### config.mk
export PLATFORM = sky130hd
export DESIGN_NAME = stream_demux_flat
export DESIGN_NICKNAME = d
export VERILOG_FILES = /design/src/rtl/stream_demux_pkg.sv /design/src/rtl/stream_demux_if.sv /design/src/rtl/stream_demux_fifo.sv /design/src/rtl/stream_demux.sv /design/src/flat_wrapper.sv
export SDC_FILE = /design/constraint.sdc
export NUM_CORES = 1
export LEC_CHECK = 0
export ABC_AREA = 1
export CORE_MARGIN = 2
export CORE_UTILIZATION = 53
export DETAILED_ROUTE_END_ITERATION = 10
export MAX_ROUTING_LAYER = met4
export PLACE_DENSITY = 0.83
export SYNTH_ARGS = -nofsm -noshare
export SYNTH_HDL_FRONTEND = slang
export SYNTH_HIERARCHICAL = 1
export SYNTH_SLANG_ARGS = --single-unit
### constraint.sdc
create_clock -name clk -period 2.6 [get_ports clk]
set_input_delay 0.52 -clock clk [delete_from_list [all_inputs] [get_ports clk]]
set_output_delay 0.52 -clock clk [all_outputs]
set_load 0.005 [all_outputs]
### src/rtl/stream_demux_pkg.sv
// Shared types and default sizing for the 1-to-2 stream demultiplexer.
package stream_demux_pkg;

    typedef enum logic {
        DEST0 = 1'b0,
        DEST1 = 1'b1
    } dest_e;

    localparam int WIDTH_DEF = 8;
    localparam int DEPTH_DEF = 2;
    // Occupancy needs one extra bit so that a full FIFO (count == DEPTH) is representable.
    localparam int CNT_W_DEF = $clog2(DEPTH_DEF) + 1;

endpackage

### src/rtl/stream_demux_if.sv
// Handshake bundle between a single producer, the demux and its two consumers.
interface stream_demux_if
    import stream_demux_pkg::*;
#(
    parameter int WIDTH = WIDTH_DEF,
    parameter int DEPTH = DEPTH_DEF
);
    localparam int CW = $clog2(DEPTH) + 1;

    logic [WIDTH-1:0] d;
    logic             s;
    logic             d_valid;
    logic             d_ready;
    logic [WIDTH-1:0] y0;
    logic             y0_valid;
    logic             y0_ready;
    logic [WIDTH-1:0] y1;
    logic             y1_valid;
    logic             y1_ready;
    logic [CW-1:0]    count0;
    logic [CW-1:0]    count1;

    // master: producer plus both consumers; slave: the demux itself
    modport master (
        output d, s, d_valid, y0_ready, y1_ready,
        input  d_ready, y0, y0_valid, y1, y1_valid, count0, count1
    );

    modport slave (
        input  d, s, d_valid, y0_ready, y1_ready,
        output d_ready, y0, y0_valid, y1, y1_valid, count0, count1
    );

endinterface

### src/rtl/stream_demux_fifo.sv
// Small show-ahead FIFO: the head entry is presented on rdata as soon as it is written.
module demux_fifo
    import stream_demux_pkg::*;
#(
    parameter int WIDTH = WIDTH_DEF,
    parameter int DEPTH = DEPTH_DEF
) (
    input  logic                       clk,
    input  logic                       reset_n,
    input  logic                       push,
    input  logic [WIDTH-1:0]           wdata,
    output logic                       full,
    input  logic                       pop,
    output logic [WIDTH-1:0]           rdata,
    output logic                       empty,
    output logic [$clog2(DEPTH):0]     count
);
    localparam int AW = $clog2(DEPTH);
    localparam int CW = AW + 1;

    logic [WIDTH-1:0] mem [DEPTH];
    logic [AW-1:0]    wr_ptr_reg;
    logic [AW-1:0]    rd_ptr_reg;
    logic [CW-1:0]    count_reg;
    logic             do_push;
    logic             do_pop;

    assign full    = (count_reg == CW'(DEPTH));
    assign empty   = (count_reg == '0);
    assign count   = count_reg;
    assign rdata   = mem[rd_ptr_reg];
    assign do_push = push && !full;
    assign do_pop  = pop && !empty;

    // Storage is data-only; validity is tracked entirely by the pointers and count.
    always_ff @(posedge clk) begin
        if (do_push) begin
            mem[wr_ptr_reg] <= wdata;
        end
    end

    always_ff @(posedge clk or negedge reset_n) begin
        if (!reset_n) begin
            wr_ptr_reg <= '0;
            rd_ptr_reg <= '0;
            count_reg  <= '0;
        end else begin
            if (do_push) begin
                wr_ptr_reg <= wr_ptr_reg + 1'b1;
            end
            if (do_pop) begin
                rd_ptr_reg <= rd_ptr_reg + 1'b1;
            end
            case ({do_push, do_pop})
                2'b10:   count_reg <= count_reg + 1'b1;
                2'b01:   count_reg <= count_reg - 1'b1;
                default: count_reg <= count_reg;
            endcase
        end
    end

endmodule

### src/rtl/stream_demux.sv
// 1-to-2 stream demultiplexer: each accepted beat is queued in the FIFO chosen by s.
module stream_demux
    import stream_demux_pkg::*;
#(
    parameter int WIDTH = WIDTH_DEF,
    parameter int DEPTH = DEPTH_DEF
) (
    input  logic          clk,
    input  logic          reset_n,
    stream_demux_if.slave bus
);
    localparam int CW = $clog2(DEPTH) + 1;

    dest_e            dest;
    logic             d_ready;
    logic [1:0]       push;
    logic [1:0]       pop;
    logic [1:0]       full;
    logic [1:0]       empty;
    logic [1:0]       out_ready;
    logic [WIDTH-1:0] rdata [2];
    logic [CW-1:0]    count [2];

    assign dest      = dest_e'(bus.s);
    assign out_ready = {bus.y1_ready, bus.y0_ready};

    // Input ready looks only at the selected FIFO's registered full flag, so
    // consumer ready never reaches producer ready combinationally.
    assign d_ready     = reset_n && ((dest == DEST1) ? !full[1] : !full[0]);
    assign bus.d_ready = d_ready;

    for (genvar gi = 0; gi < 2; gi++) begin : g_port
        assign push[gi] = bus.d_valid && d_ready && (dest == ((gi == 1) ? DEST1 : DEST0));
        assign pop[gi]  = out_ready[gi] && !empty[gi];

        demux_fifo #(
            .WIDTH (WIDTH),
            .DEPTH (DEPTH)
        ) u_fifo (
            .clk     (clk),
            .reset_n (reset_n),
            .push    (push[gi]),
            .wdata   (bus.d),
            .full    (full[gi]),
            .pop     (pop[gi]),
            .rdata   (rdata[gi]),
            .empty   (empty[gi]),
            .count   (count[gi])
        );
    end

    assign bus.y0       = rdata[0];
    assign bus.y0_valid = !empty[0];
    assign bus.count0   = count[0];
    assign bus.y1       = rdata[1];
    assign bus.y1_valid = !empty[1];
    assign bus.count1   = count[1];

endmodule

### src/flat_wrapper.sv
// flat-port wrapper written by rule: the top's interface ports become plain ports
module stream_demux_flat import stream_demux_pkg::*;
#(
    parameter int WIDTH = WIDTH_DEF,
    parameter int DEPTH = DEPTH_DEF
)
  (clk, reset_n, bus_d, bus_s, bus_d_valid, bus_y0_ready, bus_y1_ready, bus_d_ready, bus_y0, bus_y0_valid, bus_y1, bus_y1_valid, bus_count0, bus_count1);
  stream_demux_if #(.WIDTH(WIDTH), .DEPTH(DEPTH)) bus_i ();
  input  logic clk;
  input  logic reset_n;
  input wire logic [$bits(bus_i.d)-1:0] bus_d;
  input wire logic [$bits(bus_i.s)-1:0] bus_s;
  input wire logic [$bits(bus_i.d_valid)-1:0] bus_d_valid;
  input wire logic [$bits(bus_i.y0_ready)-1:0] bus_y0_ready;
  input wire logic [$bits(bus_i.y1_ready)-1:0] bus_y1_ready;
  output wire logic [$bits(bus_i.d_ready)-1:0] bus_d_ready;
  output wire logic [$bits(bus_i.y0)-1:0] bus_y0;
  output wire logic [$bits(bus_i.y0_valid)-1:0] bus_y0_valid;
  output wire logic [$bits(bus_i.y1)-1:0] bus_y1;
  output wire logic [$bits(bus_i.y1_valid)-1:0] bus_y1_valid;
  output wire logic [$bits(bus_i.count0)-1:0] bus_count0;
  output wire logic [$bits(bus_i.count1)-1:0] bus_count1;
  assign bus_i.d = bus_d;
  assign bus_i.s = bus_s;
  assign bus_i.d_valid = bus_d_valid;
  assign bus_i.y0_ready = bus_y0_ready;
  assign bus_i.y1_ready = bus_y1_ready;
  assign bus_d_ready = bus_i.d_ready;
  assign bus_y0 = bus_i.y0;
  assign bus_y0_valid = bus_i.y0_valid;
  assign bus_y1 = bus_i.y1;
  assign bus_y1_valid = bus_i.y1_valid;
  assign bus_count0 = bus_i.count0;
  assign bus_count1 = bus_i.count1;
  stream_demux #(.WIDTH(WIDTH), .DEPTH(DEPTH)) u_core (.clk(clk), .reset_n(reset_n), .bus(bus_i));
endmodule
==> results, run 1 <==
- The flow ran to the end, and the final reports show no timing, DRC or antenna violations.
- The clock period minus final worst setup slack is 2.33 ns.
- Once layout is complete, the cells apart from fillers number 251.
- The type of destination of the critical path is an output pin.
- The flip-flop count of the largest register after layout is 32.
- The standby leakage power is 0.981 nW.
- The post-route DRC violation count is 0.
- The area of the multi-input gates is 427 um2.
- Buffers inserted during clock tree synthesis total 5.
- The critical path arrival is 1.81 ns.
- The die covers 3660 um2.
- At the worst endpoint, the required time is 2.08 ns.
- Headroom to the max-slew limit came out at 76.6%.
- The register cell area after layout is 1160 um2.
- The routed length on met3 is 177 um.
- The total detailed-routing wirelength is 3.26 mm.
- 37 I/O pins were placed.
- The synthesis warning total is 6.
- Final hold analysis gives a worst-case slack of 0.492 ns.
- The total power divided by cell area is 974 nW/um2.
- The slack of the worst reg-to-reg path is 0.79 ns.
- The count of port buffers added during placement is 36.
- Once the floorplan was initialized, standard cells occupied 55.4% of the core.
- The worst-margin pin slew is 0.351 ns.
- Across the run, the number of max-cap violations was 0.
- In this run the standard cell core region covers 3050 um2.
- After detailed routing, the average wire length per cell comes to 13.0 um.
- The maximum resistive drop on vdd is 0.000627 V.
- The total via count after detailed routing is 1249.
- The distinct cell type count after synthesis is 17.
- Of the cells placed in the final design, the portion with a size suffix greater than 1 is 13.0%.
- The critical path's largest stage delay is 0.50 ns.
- The number of gates resized after CTS was 0.
- The worst min-delay path class is register to register.
- The total overflow left after global routing is 0.
- The dominant delay contributor by cell family on the critical path is buffers and inverters.
- The fmax is 428 MHz.
- The area growth from synthesis to layout is 30.3%.
- The critical path runs through a total of 5 cells.
- The worst register-to-register path ends at u_core/g_port[1].u_fifo/count[1]$_DFFE_PN0P_.
- Setup repair after global routing left no endpoint under its margin.
- After clock tree synthesis, the clock-pin slew on the worst setup and hold paths is 0.11 ns.
- For the worst-skew pair, the clock arrives at the later sink with an insertion delay of 0.33 ns.
- The number of global-route vias before repair is 1118.
- Counting tap cells, the placed design contains a total of 243 instances.
- The source of the critical timing path is bus_s.
- Measured along the x axis, the die boundary spans 60.5 um.
- The first-iteration detailed-routing DRC count is 39.
- The synthesized netlist net count is 177.
- The final-report setup violation count is 0.
- Counting flops and latches in the post-synthesis netlist gives 40.
- The last element of the critical path is bus_d_ready.
- The number of antenna violations at the first check in global routing came to 0.
- For this run, the detailed router's first-pass iteration total came to 5.
- Of all nets on the critical path, the largest fanout is 3.
- The layout filler cell count is 238.
- The number of antenna diodes in the final layout is 0.
- A synthesized cell averages 10.5 um2.
- CTS saw 40 sinks.
- Summed over all nets, the half-perimeter wirelength after detailed placement is 2.46 mm.
- The setup skew after layout is 0.00451 ns.
- TritonCTS built the clock tree.
- Signal routing reaches up to met4.
- The die is 60.5 um tall.
- The critical path is of the primary input to output pin type.
- The per-cell via count in the routed design is 4.98.
- Dividing the final minimum period by the clock period gives 89.8%.
- The global placement routability congestion is 0.745.
- The final hold violation count is 0.
- The buffer levels on the longest clock path is 2.
- The number of cells traversed by the worst register-to-register path is 11.
- The count of hold buffers inserted by post-cts repair is 0.
- Once the clock tree was built, the setup fixing pass inserted 0 buffers.
- The critical register-to-register path startpoint is u_core/g_port[1].u_fifo/count[1]$_DFFE_PN0P_.
- Synthesis produced 161 cells.
- The detailed-routing wirelength on met1 is 1.30 mm.
- In the global route stage, overall resource usage came out at 19.7%.
- Walking the worst path, the cells encountered are clkdlybuf4s50_1 -> inv_1 -> nand2_2 -> and3_2 -> clkdlybuf4s50_1.
- Counting stages on the worst path, the most repeated cell is clkdlybuf4s50_1.
- The root buffer selected by CTS is clkbuf_4.
- The first global-routing pass estimated 4.93 mm of wire.
- CTS built an H-tree with a depth of 2.
- Counting both buffers and inverters, the worst setup path holds a total of 3.
- In this run the remaining antenna-violating nets after routing total 0.
- The nature of the critical path startpoint is a primary input.
- Setup total negative slack on the finished layout was measured at 0 ns.
- Entering global routing, the biggest net connects 13 pins.
- The portion of the post-synthesis area used by sequential elements is 68.6%.
- Detailed routing placed a total of 1.74 mm of wire on met2.
- The slowest stage cell on the critical path is clkdlybuf4s50_1.
- The summed instance area of the synthesized netlist is 1690 um2.
- After floorplanning, the core was divided into 20 placement rows.
- The net count reported at finish is 222.
- The final-report max-slew violation count is 0.
-- cells in the final DEF, fill, tap and decap left out, drive strengths merged --
cell type,synthesis,routed
inv,25,25
xnor2,2,2
nor2,8,8
o21ai,2,2
buf,2,4
bufinv,0,1
ha,2,2
and3,1,1
nand2,70,70
edfxtp,32,32
dfrtp,8,8
clkinv,0,1
clkdlybuf4s50,0,36
clkbuf,0,6
nand4,3,3
nand3,6,6
-- cell usage after synthesis --
cell | instances | share of area [%]
and3_2 | 1 | 0.44
buf_2 | 2 | 0.59
dfrtp_1 | 8 | 12
edfxtp_1 | 32 | 57
ha_1 | 2 | 1.5
inv_1 | 18 | 4.0
inv_2 | 7 | 1.6
nand2_1 | 66 | 15
nand2_2 | 4 | 1.5
nand3_1 | 6 | 1.8
nand4_1 | 2 | 0.74
nand4_2 | 1 | 0.74
nor2_1 | 6 | 1.3
nor2_2 | 2 | 0.74
o21ai_1 | 1 | 0.30
o21ai_2 | 1 | 0.52
xnor2_1 | 2 | 1.0
-- report_power, final --
| group | internal [mW] | switching [mW] |
|---|---|---|
| Combinational | 0.440 | 0.416 |
| Sequential | 0.793 | 0.109 |
| Clock | 0.202 | 0.186 |
| Total | 1.43 | 0.711 |
-- kinds of logic (layout without fill, tap and decap cells) --
logic type      Yosys count  in the layout  synth area share [%]
flops                    40             40                  68.6
fa+ha+maj                 2              2                  1.48
simple gates             88             88                  21.9
buf+inv                  27             73                  6.14
compound gates            2              2                 0.813
xor+xnor                  2              2                  1.04
-- worst min-delay path by stage --
| stage | startpoint | to | slack (ns) | cells past startpoint |
|---|---|---|---|---|
| after floorplan | reset_n | u_core/g_port[0].u_fifo/count[0]$_DFFE_PN0P_ | 0.22 | 0 |
| after global placement | u_core/g_port[1].u_fifo/wr_ptr_reg$_DFFE_PN0N_ | u_core/g_port[1].u_fifo/wr_ptr_reg$_DFFE_PN0N_ | 0.46 | 2 |
| after detailed placement | u_core/g_port[0].u_fifo/wr_ptr_reg$_DFFE_PN0N_ | u_core/g_port[0].u_fifo/wr_ptr_reg$_DFFE_PN0N_ | 0.47 | 2 |
| after CTS | reset_n | u_core/g_port[1].u_fifo/count[1]$_DFFE_PN0P_ | 0.49 | 2 |
| after global routing | reset_n | u_core/g_port[1].u_fifo/count[1]$_DFFE_PN0P_ | 0.51 | 2 |
| final | u_core/g_port[0].u_fifo/wr_ptr_reg$_DFFE_PN0N_ | u_core/g_port[0].u_fifo/wr_ptr_reg$_DFFE_PN0N_ | 0.49 | 2 |
-- worst min-delay path: stages, from the launching register on --
cell and delay [ns]:
dfrtp_1 0.36, nand2_1 0.05, nand2_1 0.06
-- metrics by stage --
stage | power (mW) | setup slack, ns | utilization [%] | cell area, um2
floorplan | 1.33 | 0.871 | - | 1690
global placement | 1.72 | 0.300 | 69.7 | 2130
detailed placement | 1.77 | 0.276 | 69.7 | 2130
finish | 2.15 | 0.266 | 72.2 | 2200
CTS | 2.17 | 0.263 | 72.2 | 2200
global route | 2.29 | 0.227 | 72.2 | 2200
-- layout make-up --
| class | count | share of cell area [%] |
|---|---|---|
| clock buffers | 6 | 1.87 |
| flip-flops and latches | 40 | 52.7 |
| clock inverters | 2 | 1.59 |
| repair buffers | 40 | 17.7 |
| inverters | 25 | 4.26 |
| well taps | 44 | 2.50 |
| multi-input cells | 94 | 19.4 |
-- layer usage --
layer	vias up	GRT usage, %
li1	609	-
met3	5	5.12
met2	38	35.2
met4	0	5.59
met1	597	21.6
met5	-	-
Note: power is estimated with default switching activity, not from simulation.
==> run 2, diff against run 1 <==
--- a/config.mk
+++ b/config.mk
@@ -6,6 +6,7 @@
 export NUM_CORES = 1
 export LEC_CHECK = 0
 export ABC_AREA = 1
+export CORE_ASPECT_RATIO = 0.5
 export CORE_MARGIN = 2
 export CORE_UTILIZATION = 53
 export DETAILED_ROUTE_END_ITERATION = 10
==> run 2 against run 1 <==
  * Non-clock buffer count decreased by 1
  * Flip-flop and latch count unchanged
  * Worst setup slack improved by 0.010 ns
  * Final area decreased by 0.34%
  * Sequential share of layout area increased by 0.18 points
  * Clock skew about the same
  * Final cell count decreased by 2.4%
  * Global-route usage decreased by 0.25 points
  * Critical path depth unchanged
  * Worst hold slack got worse by 0.00063 ns
  * Fmax increased by 0.43%
==> results, run 2 (synthesis results as in run 1) <==
- The run finished with clean final reports.
- After clock tree synthesis, the setup repair step added 0 buffers.
- The per-cell routed wire length is 12.9 um.
- The count of instances resized after the clock tree is built is 0.
- At the worst endpoint, the arrival time is 1.80 ns.
- The wire length of the first global-routing pass is 5.20 mm.
- Summed over all nets, the half-perimeter wirelength after detailed placement is 2.25 mm.
- The setup skew after layout is 0.00463 ns.
- Timing would allow up to 430 MHz.
- Of the cells placed in the final design, the portion with a size suffix greater than 1 is 12.7%.
- The number of global-route vias before repair is 1186.
- The share of the core filled with cells is 72.5%.
- TritonCTS built the clock tree.
- For this run, the number of standard cells in the final layout without fillers is 245.
- The maximum fanout along the worst path is 3.
- The height of the chip is 44.0 um.
- The initial core utilization is 55.8%.
- The root buffer selected by CTS is clkbuf_8.
- The horizontal die dimension is 83.9 um.
- The number of antenna violations at the first check in global routing is 0.
- For this design the top-level I/O count stands at 37.
- The pin count of the biggest net entering global routing is 13.
- VDD sags by at most 0.000583 V.
- The total power divided by cell area is 976 nW/um2.
- The clock period minus final worst setup slack is 2.32 ns.
- In this run the standard cell core region covers 3030 um2.
- Net switching is 34.0% of the power.
- The worst hold slack after final layout is 0.491 ns.
- Setup repair after global routing left no endpoint under its margin.
- For the worst-skew pair, the clock arrives at the later sink with an insertion delay of 0.28 ns.
- The number of clock sinks seen by CTS is 40.
- The most common cell after layout, fill and taps aside is nand2_1.
- For this run, the post-layout net count is 221.
- The remaining max-slew budget at the tightest pin is 75.1%.
- The total congestion overflow after global routing is 0.
- The worst path meets setup with 0.276 ns of slack.
- For this block, the initial DRC count from the detailed router was 50.
- The length of the first detailed-routing pass in iterations is 4.
- Adding up every negative setup slack in the final design gives 0 ns.
- After clock tree synthesis, the clock-pin slew on the worst setup and hold paths is 0.08 ns.
- In this run, CTS created clock tree buffers numbering 5.
- The final hold violation count is 0.
- The total global-route track usage is 19.4%.
- The final-report max-slew violation count is 0.
- The register with the most flip-flops in the layout has 32 of them.
- The deepest level of the CTS H-tree is 2.
- The count of port buffers added during placement is 36.
- The total via count after detailed routing is 1186.
- The worst slack after detailed placement is 0.275 ns.
- The data required time of the critical path is 2.08 ns.
- Setup violations remaining at the end of the flow were counted as 0.
- In the layout the commonest cells are 66 x nand2_1, 36 x clkdlybuf4s50_1, 32 x edfxtp_1.
- In this run the core area contains 14 standard-cell rows.
- Dividing the final minimum period by the clock period gives 89.4%.
- The longest clock path from root to sink contains 2 buffers.
- STA classifies the critical path endpoint as an output pin.
- The number of max-cap violations is 0.
- Sequential cells burn 42.1% of the power.
- The congestion estimate from routability-driven global placement came to 0.723.
- From synthesis to final layout, the design area changed by 29.8%.
- The die footprint is 3690 um2.
- For this run, design rule violations remaining after detail routing come to 0.
- The kind of critical path is primary input to output pin.
- The nature of the critical path startpoint is a primary input.
- The number of antenna diodes is 0.
- Combinational cells account for 40.0% of the total power.
- The switching component of the power is 0.728 mW.
- The clock network power share is 17.9%.
- The total detailed-routing wirelength is 3.17 mm.
- The standby leakage power is 0.974 nW.
- The per-cell via count in the routed design is 4.84.
- The worst min-delay path class is register to register.
- Internal power comes to 1.41 mW.
- After detailed placement, the design holds a cell count of 238.
- For the pin with the worst max-slew slack, the measured transition is 0.374 ns.
- In this run the remaining antenna-violating nets after routing total 0.
- The count of hold buffers inserted by post-cts repair is 0.
run 2: cell type report:
class,count,area (um2)
Clock buffer,5,68.8
Fill cell,213,835
Tap cell,40,50.0
Sequential cell,40,1160
Inverter,25,93.8
Timing Repair Buffer,39,383
Clock inverter,2,12.5
Multi-Input combinational cell,94,427
run 2: worst max-delay path, stage by stage:
cell and delay, ns:
clkdlybuf4s50_1 0.50, inv_1 0.07, nand2_2 0.07, and3_2 0.16
clkdlybuf4s50_1 0.49
run 2: path summary, 6_finish.rpt:
| path | slack, ns | start | end | cells after the start |
|---|---|---|---|---|
| max | 0.28 | bus_s | bus_d_ready | 5 |
| min | 0.49 | u_core/g_port[1].u_fifo/wr_ptr_reg$_DFFE_PN0N_ | u_core/g_port[1].u_fifo/wr_ptr_reg$_DFFE_PN0N_ | 2 |
| max reg2reg | 0.76 | u_core/g_port[1].u_fifo/count[1]$_DFFE_PN0P_ | u_core/g_port[1].u_fifo/count[1]$_DFFE_PN0P_ | 11 |
| min reg2reg | 0.49 | u_core/g_port[1].u_fifo/wr_ptr_reg$_DFFE_PN0N_ | u_core/g_port[1].u_fifo/wr_ptr_reg$_DFFE_PN0N_ | 2 |
| max in group asynchronous | 1.86 | reset_n | u_core/g_port[0].u_fifo/count[1]$_DFFE_PN0P_ | 2 |
| min in group asynchronous | 0.61 | reset_n | u_core/g_port[1].u_fifo/wr_ptr_reg$_DFFE_PN0N_ | 2 |
run 2: stage by stage:
stage,instance area (um2),power [mW]
2_1_floorplan,1690,1.33
4_1_cts,2200,2.15
5_1_grt,2200,2.29
6_report,2200,2.14
3_5_place_dp,2110,1.77
3_3_place_gp,2110,1.73
run 2: routing by layer:
| layer | global-route usage [%] | vias to the layer above | routed length, um |
|---|---|---|---|
| li1 | - | 595 | - |
| met1 | 22.1 | 546 | 1410 |
| met2 | 33.8 | 39 | 1590 |
| met3 | 4.76 | 6 | 136 |
| met4 | 8.71 | 0 | 36 |
| met5 | - | - | 0 |
run 2: power by group through the flow:
stage | Sequential (mW) | Clock [mW] | Combinational, mW
finish | 0.903 | 0.383 | 0.856
global route | 0.920 | 0.409 | 0.958
CTS | 0.903 | 0.385 | 0.860
detailed placement | 0.916 | 0 | 0.850
global placement | 0.911 | 0 | 0.814
floorplan | 0.865 | 0 | 0.468
